`src/rtl/reset_sequencer.sv`:
```
// ============================================================================
// reset_sequencer : synchronised, stretched, index-ordered per-domain reset release
// Optional ack timeout enabled by defining RSTSEQ_ACK_TIMEOUT_EN.
// Revision: 1.0
// ============================================================================
`default_nettype none

module reset_sequencer #(
  parameter int NUM_DOMAINS    = 3,
  parameter int SYNC_STAGES    = 2,
  parameter int STRETCH_CYCLES = 16,
  parameter int STAGE_GAP      = 4,
  parameter int ACK_TIMEOUT    = 256
) (
  input  logic                   clk,
  input  logic                   rst,
  input  logic                   soft_rst_req,
  input  logic [NUM_DOMAINS-1:0] dom_ack,
  output logic [NUM_DOMAINS-1:0] dom_rst_n,
  output logic                   sys_ready,
  output logic                   timeout_err,
  output logic [2:0]             seq_state
);

  localparam int MAX_SG = (STRETCH_CYCLES > STAGE_GAP) ? STRETCH_CYCLES : STAGE_GAP;
  localparam int MAXC   = (MAX_SG > ACK_TIMEOUT) ? MAX_SG : ACK_TIMEOUT;
  localparam int CW     = $clog2(MAXC + 1);
  localparam int IW     = (NUM_DOMAINS > 1) ? $clog2(NUM_DOMAINS) : 1;

  localparam logic [IW-1:0] LAST_IDX    = IW'(NUM_DOMAINS - 1);
  localparam logic [CW-1:0] STRETCH_END = CW'(STRETCH_CYCLES - 1);
  localparam logic [CW-1:0] GAP_END     = CW'(STAGE_GAP - 1);

  typedef enum logic [2:0] {
    HOLD     = 3'd0,
    STRETCH  = 3'd1,
    RELEASE  = 3'd2,
    WAIT_ACK = 3'd3,
    GAP      = 3'd4,
    RUN      = 3'd5
  } state_t;

  state_t                 state, state_nx;
  logic [CW-1:0]          cnt, cnt_nx;
  logic [IW-1:0]          idx, idx_nx;
  logic [NUM_DOMAINS-1:0] dom_nx;
  logic                   ready_nx;
  logic [SYNC_STAGES-1:0] sync;
  logic                   srst;
  logic                   ack_go;

  // Only the deassertion of rst is synchronised; assertion clears everything at once.
  assign srst = sync[SYNC_STAGES-1];

`ifdef RSTSEQ_ACK_TIMEOUT_EN
  localparam logic [CW-1:0] TMO_END = CW'(ACK_TIMEOUT - 1);
  logic [CW-1:0] tmr, tmr_nx;
  logic          te_nx;
  logic          tmo_hit;
  assign tmo_hit = (tmr == TMO_END);
`else
  logic          tmo_hit;
  assign tmo_hit     = 1'b0;
  assign timeout_err = 1'b0;
`endif

  assign ack_go    = dom_ack[idx] | tmo_hit;
  assign seq_state = state;

  always_ff @(posedge clk or posedge rst) begin
    if (rst) begin
      state     <= HOLD;
      cnt       <= '0;
      idx       <= '0;
      dom_rst_n <= '0;
      sys_ready <= 1'b0;
      sync      <= '1;
`ifdef RSTSEQ_ACK_TIMEOUT_EN
      tmr         <= '0;
      timeout_err <= 1'b0;
`endif
    end else begin
      state     <= state_nx;
      cnt       <= cnt_nx;
      idx       <= idx_nx;
      dom_rst_n <= dom_nx;
      sys_ready <= ready_nx;
      sync      <= {sync[SYNC_STAGES-2:0], 1'b0};
`ifdef RSTSEQ_ACK_TIMEOUT_EN
      tmr         <= tmr_nx;
      timeout_err <= te_nx;
`endif
    end
  end

  always_comb begin
    state_nx = state;
    cnt_nx   = cnt;
    idx_nx   = idx;
    dom_nx   = dom_rst_n;
    ready_nx = sys_ready;
`ifdef RSTSEQ_ACK_TIMEOUT_EN
    tmr_nx   = tmr;
    te_nx    = timeout_err;
`endif
    if (soft_rst_req && (state != HOLD)) begin
      // Soft reset skips the synchroniser; the sticky timeout flag survives.
      state_nx = HOLD;
      cnt_nx   = '0;
      idx_nx   = '0;
      dom_nx   = '0;
      ready_nx = 1'b0;
    end else begin
      case (state)
        HOLD: begin
          if (!srst && !soft_rst_req) begin
            state_nx = STRETCH;
            cnt_nx   = '0;
          end
        end
        STRETCH: begin
          if (cnt == STRETCH_END) begin
            state_nx = RELEASE;
          end else begin
            cnt_nx = cnt + CW'(1);
          end
        end
        RELEASE: begin
          dom_nx[idx] = 1'b1;
          state_nx    = WAIT_ACK;
`ifdef RSTSEQ_ACK_TIMEOUT_EN
          tmr_nx      = '0;
`endif
        end
        WAIT_ACK: begin
`ifdef RSTSEQ_ACK_TIMEOUT_EN
          if (tmo_hit) begin
            te_nx = 1'b1;
          end
`endif
          if (ack_go) begin
            if (idx == LAST_IDX) begin
              state_nx = RUN;
              ready_nx = 1'b1;
            end else begin
              state_nx = GAP;
              cnt_nx   = '0;
            end
          end else begin
`ifdef RSTSEQ_ACK_TIMEOUT_EN
            tmr_nx = tmr + CW'(1);
`endif
          end
        end
        GAP: begin
          if (cnt == GAP_END) begin
            idx_nx   = idx + IW'(1);
            state_nx = RELEASE;
          end else begin
            cnt_nx = cnt + CW'(1);
          end
        end
        RUN: begin
          dom_nx   = '1;
          ready_nx = 1'b1;
        end
        default: begin
          state_nx = HOLD;
          dom_nx   = '0;
          ready_nx = 1'b0;
        end
      endcase
    end
  end

endmodule

`default_nettype wire

```
`config.mk`:
```
export PLATFORM = sky130hd
export DESIGN_NAME = reset_sequencer
export DESIGN_NICKNAME = d
export VERILOG_FILES = /design/src/rtl/reset_sequencer.sv
export SDC_FILE = /design/constraint.sdc
export NUM_CORES = 1
export LEC_CHECK = 0
export ABC_AREA = 1
export CAP_MARGIN = 20
export CORE_AREA = 10 10 73 75
export DETAILED_ROUTE_END_ITERATION = 6
export DIE_AREA = 0 0 83 85
export SLEW_MARGIN = 10
export SYNTH_ARGS = -nofsm -noshare
export SYNTH_HDL_FRONTEND = slang
export SYNTH_SLANG_ARGS = --single-unit
export TNS_END_PERCENT = 1
```
`constraint.sdc`:
```
create_clock -name clk -period 1.9 [get_ports clk]
set_input_delay 0.38 -clock clk [delete_from_list [all_inputs] [get_ports clk]]
set_output_delay 0.38 -clock clk [all_outputs]
set_load 0.02 [all_outputs]
```
==> metrics.csv, run 1 <==
metric,value,unit
status,finished clean,
routedWlPerCell,11.76,um
rows,23,
cts_tree,done,
dieArea,7055,um2
critPathBufInv,1,
maxCapViolCount,0,
die_w,83,um
dpl.cell_count,259,
cts-hold-fix-buffers,0,
synth-seq-cells,20,
seq_area_frac_synth,0.3747,
rsz0062_at_grt,no,
grt_usage,0.08864,
grt_pass1_wl,5.326,mm
placed_area,1536,um2
root_buffer,clkbuf_8,
cts_setup_buffers,0,
first_iter_violations,114,
period_share,0.9465,
crit_family,buffers and inverters,
clockBufferDepth,2,
port_buffers,12,
ios,14,
fill_cells,432,
final_cells,263,
criticalPathCategory,reg -> out,
drive_gt1_frac,0.1127,
yosys.area_share.xor_xnor,0.01305,
yosysWarnings,0,
synth_top_family_by_area,simple AND/OR/NAND/NOR gates,
antenna_cells,0,
avgSynthCellArea,6.885,um2
hold_path.class,reg -> reg,
synth_compound_area_frac,0.09413,
drc,0,
end_kind,output port,
cpPeakStageDelay,0.66,ns
die_h,85,um
vias,1230,
nNetsFinal,224,
cp_data_arrival_time,1.42,ns
hold_viol_final,0,
start_util,0.3430,
cts.sinks,20,
final.min_clock_period,1.798,ns
worstSkewPairLatency,0.26,ns
critPathSlowestCell,clkdlybuf4s50_1,
syn_area,1343,um2
final.setup.worst_slack,0.1017,ns
power_leakage,0.7783,nW
critPathMaxFanout,8,
fmax,556.1,MHz
vdd_drop_max,0.0003821,V
synthAdderAreaFrac,0.03728,
utilization,0.4041,
clkTransAtPathRegs,0.08,ns
grt_pass1_vias,1129,
cp.required,1.52,ns
pre_cts_slack,0.04264,ns
cts_inserted_buffers,3,
overflow,0,
synth-simple-area-share,0.3970,
dr.pass1.iters,5,
finalWirelength,3.094,mm
crit_path_start_kind,flip-flop,
syn_to_final_growth,17.80,%
total_power,1.658,mW
hold-worst-slack,0.3577,ns
drv_slew,0,
dp_hpwl,2.320,mm
grt_max_degree,21,
finalSetupTns,0,ns
final.setup_skew,0.003031,ns
routabilityCongestion,0.8778,
core_area,3914,um2
powerDensity,1048,nW/um2
via_per_inst,4.677,
grt_antenna_before_repair,0,
synth.distinct_cells,24,
synth_cells,195,
detail-route-antenna-nets,0,
crit_chain,clkdlybuf4s50_1,
synth_mux_area_frac,0,
htree_levels,1,
fin_area,1582,um2
cts_resized,0,
setup_viol,0,
## placed cells by master (no fill, tap or decap), drive strengths merged
master         instances
a21oi                  6
buf                    3
clkbuf                 4
clkdlybuf4s50         12
conb                   2
dfrtp                 18
dfstp                  2
ha                     4
inv                   25
nand2                 55
nand3                 26
nand3b                 1
nor2                  35
nor3                   3
o21ai                 14
o21bai                 1
xor2                   2
## final cells by class
cell class,count,area (um2),share of cell area
multi-input combinational,149,734.5,0.4644
sequential,20,503.0,0.3180
timing repair buffer,15,142.6,0.09019
inverter,25,93.84,0.05934
tap,50,62.56,0.03956
clock buffer,4,45.04,0.02848
## worst paths after layout
check / startpoint / end / slack, ns / cells after the start
min in group asynchronous: rst / cnt[0]$_DFFE_PP0P_ / 0.44 / 3
worst min register to register: sync[0]$_DFF_PP1_ / sync[1]$_DFF_PP1_ / 0.36 / 0
worst min-delay path: sync[0]$_DFF_PP1_ / sync[1]$_DFF_PP1_ / 0.36 / 0
max in group asynchronous: rst / sync[0]$_DFF_PP1_ / 1.19 / 3
worst max-delay path: seq_state[0]$_DFFE_PP0P_ / seq_state[0] / 0.10 / 1
worst max register to register: seq_state[0]$_DFFE_PP0P_ / cnt[4]$_DFFE_PP0P_ / 0.29 / 8
## power by group
| group | total [mW] | internal (mW) | leakage, nW | switching (mW) |
|---|---|---|---|---|
| Clock | 0.305 | 0.150 | 0.0228 | 0.155 |
| Sequential | 0.559 | 0.485 | 0.269 | 0.0732 |
| Combinational | 0.794 | 0.273 | 0.486 | 0.521 |
| Total | 1.66 | 0.908 | 0.778 | 0.750 |
## Yosys cell counts, drive strengths merged
master | n | area, um2
ha | 4 | 50.05
buf | 2 | 15.01
nor2 | 35 | 148.9
dfstp | 2 | 52.55
nand2 | 55 | 209.0
nand3 | 26 | 147.7
inv | 25 | 93.84
a21oi | 6 | 41.29
nand3b | 1 | 7.510
nor3 | 3 | 20.02
dfrtp | 18 | 450.4
xor2 | 2 | 17.52
o21ai | 14 | 77.57
o21bai | 1 | 7.510
conb | 1 | 3.750
## state kept, by name, summed over array words and instances (netlist names)
register / count
seq_state: 3
sys_ready: 1
cnt: 9
idx: 2
sync: 2
dom_rst_n: 3
## cell families after synthesis
| logic type | Yosys count |
|---|---|
| compound gates | 21 |
| flops | 20 |
| fa+ha+maj | 4 |
| buf+inv | 27 |
| simple gates | 120 |
| xor+xnor | 2 |
| other cells | 1 |
## metal layers
metal	vias up	wire, um	track usage	part of all wire
li1	651	-	-	-
met1	556	1566	0.1208	0.51
met2	19	1385	0.1306	0.45
met3	4	106	0.02103	0.034
met4	0	36	0.03406	0.012
met5	-	0	0	0
No activity file was read; power rests on OpenSTA's default activity.
==> inputs of run 2 (changes only) <==
- CORE_AREA: 10 10 73 75 -> 10 10 78 80
- DIE_AREA: 0 0 83 85 -> 0 0 88 90
- clock period: 1.9 -> 2.2 ns (I/O delays scaled with it)
==> run 2 against run 1 <==
Via count fell by 1.1%. Non-clock buffer count fell by 2. Clock power fell by 16%. Hold slack barely moved. Register-to-register slack improved by 0.26 ns. Design area fell by 0.63%. Global-route usage fell by 0.87 points. Sequential share of layout area rose by 0.20 points. Sequential cell count did not move. Largest power group unchanged. Core utilization fell by 6.2 points. Count of clock-buffer cells in the layout did not move.
==> metrics.csv, run 2 (synthesis gave the netlist of run 1 again) <==
metric,value,unit,change
nNetsFinal,222,,-0.89%
end_kind,output port,,
rows,25,,+8.7%
crit_chain,clkdlybuf4s50_1,,
cts-hold-fix-buffers,0,,unchanged
critPathMaxFanout,7,,-1
utilization,0.3418,,-0.06232
routedWlPerCell,11.45,um,-2.7%
dp_hpwl,2.313,mm,-0.28%
critPathBufInv,1,,unchanged
die_h,90,um,+5.9%
dieArea,7920,um2,+12%
via_per_inst,4.589,,-1.9%
ios,14,,unchanged
setup_viol,0,,unchanged
final.min_clock_period,1.880,ns,
start_util,0.2920,,-0.05106
largest_reg_flops,9,,unchanged
core_area,4598,um2,+17%
port_buffers,12,,unchanged
drive_gt1_frac,0.1043,,-0.008411
cp_data_arrival_time,1.44,ns,+0.02 ns
layout_common_cells,"nand2_1 (54), nor2_1 (28), nand3_1 (24), inv_1 (23), dfrtp_1 (18)",,
final_common_cell,nand2_1,,
rr_worst_depth,8,,unchanged
min_to,sync[1]$_DFF_PP1_,,
powerDensity,896.1,nW/um2,-15%
pre_cts_slack,0.2235,ns,+0.1809 ns
finalWirelength,3.034,mm,-1.9%
criticalPathCategory,reg -> out,,
final.setup_skew,0.005354,ns,+0.002323 ns
rsz0062_at_grt,no,,
first_iter_violations,92,,-19%
hp-start,sync[0]$_DFF_PP1_,,
clkTransAtPathRegs,0.08,ns,about the same
cpPeakStageDelay,0.67,ns,about the same
hold_viol_final,0,,unchanged
grt_usage,0.07997,,-0.008669
root_buffer,clkbuf_8,,
cp.required,1.76,ns,+0.24 ns
reg2reg_slack,0.55,ns,+0.26 ns
fmax,531.9,MHz,
top_register,cnt,,
maxCapViolCount,0,,unchanged
drc,0,,unchanged
min_path_cells,0,,unchanged
drv_slew,0,,unchanged
clockBufferDepth,2,,unchanged
crit_path_start_kind,flip-flop,,
detail-route-antenna-nets,0,,unchanged
hold_path.class,reg -> reg,,
syn_to_final_growth,17.06,%,
cts_tree,done,,
cts_setup_buffers,0,,unchanged
routabilityCongestion,0.8435,,-3.9%
overflow,0,,unchanged
dr.pass1.iters,4,,-1
die_w,88,um,+6.0%
period_share,0.8546,,
rr_endpoint,cnt[3]$_DFFE_PP0P_,,
fill_cells,496,,+15%
crit_family,buffers and inverters,,
grt_pass1_vias,1155,,+2.3%
finalSetupTns,0,ns,unchanged
power_leakage,0.7684,nW,-1.3%
cts_resized,0,,unchanged
antenna_cells,0,,unchanged
cts_inserted_buffers,3,,unchanged
htree_levels,1,,unchanged
final.setup.worst_slack,0.3199,ns,+0.2182 ns
critPathSlowestCell,clkdlybuf4s50_1,,
grt_antenna_before_repair,0,,unchanged
status,finished clean,,
grt_max_degree,21,,unchanged
vias,1216,,-1.1%
cts.sinks,20,,unchanged
r2r-start,seq_state[2]$_DFFE_PP0P_,,
grt_pass1_wl,5.257,mm,-1.3%
worstSkewPairLatency,0.26,ns,about the same
vdd_drop_max,0.0002942,V,-23%
[run 2: how the worst max path moves through the flow]
| stage | start | endpoint | slack [ns] | cells after the start |
|---|---|---|---|---|
| 6_report | seq_state[2]$_DFFE_PP0P_ | seq_state[2] | 0.32 | 1 |
| 5_1_grt | seq_state[2]$_DFFE_PP0P_ | seq_state[2] | 0.26 | 1 |
| 4_1_cts | seq_state[2]$_DFFE_PP0P_ | seq_state[2] | 0.31 | 1 |
| 3_5_place_dp | soft_rst_req | cnt[3]$_DFFE_PP0P_ | 0.22 | 7 |
| 3_3_place_gp | soft_rst_req | cnt[4]$_DFFE_PP0P_ | 0.26 | 7 |
| 2_1_floorplan | seq_state[0]$_DFFE_PP0P_ | cnt[7]$_DFFE_PP0P_ | 0.76 | 8 |
[run 2: report_power, final]
part	leakage [nW]	switching (mW)	internal (mW)	total, mW
sequential	0.269	0.0654	0.419	0.485
combinational	0.477	0.441	0.226	0.666
clock	0.0228	0.128	0.129	0.257
total	0.768	0.634	0.774	1.41
[run 2: routing by layer]
layer	wire length (um)	part of all wire	track usage	vias to the layer above
li1	-	-	-	640
met1	1431	0.47	0.1021	544
met2	1413	0.47	0.1256	28
met3	126	0.042	0.01173	4
met4	63	0.021	0.03989	0
met5	0	0	0	-
[run 2: per-stage QoR]
stage | power [mW] | hold slack (ns) | area (um2) | cells
after floorplan | 0.9699 | 0.3452 | 1346 | 196
after global placement | 1.158 | 0.3464 | 1526 | 261
after detailed placement | 1.158 | 0.3473 | 1526 | 261
after CTS | 1.423 | 0.3589 | 1572 | 265
after global routing | 1.535 | 0.3656 | 1572 | 265
final | 1.408 | 0.3573 | 1572 | 265
[run 2: area by class of cell]
cell class | count | area [um2] | share of cell area
Clock buffer | 4 | 45.04 | 0.02866
Multi-Input combinational cell | 149 | 734.5 | 0.4674
Inverter | 25 | 93.84 | 0.05971
Tap cell | 54 | 67.56 | 0.04299
Timing Repair Buffer | 13 | 127.6 | 0.08121
Sequential cell | 20 | 503.0 | 0.3201
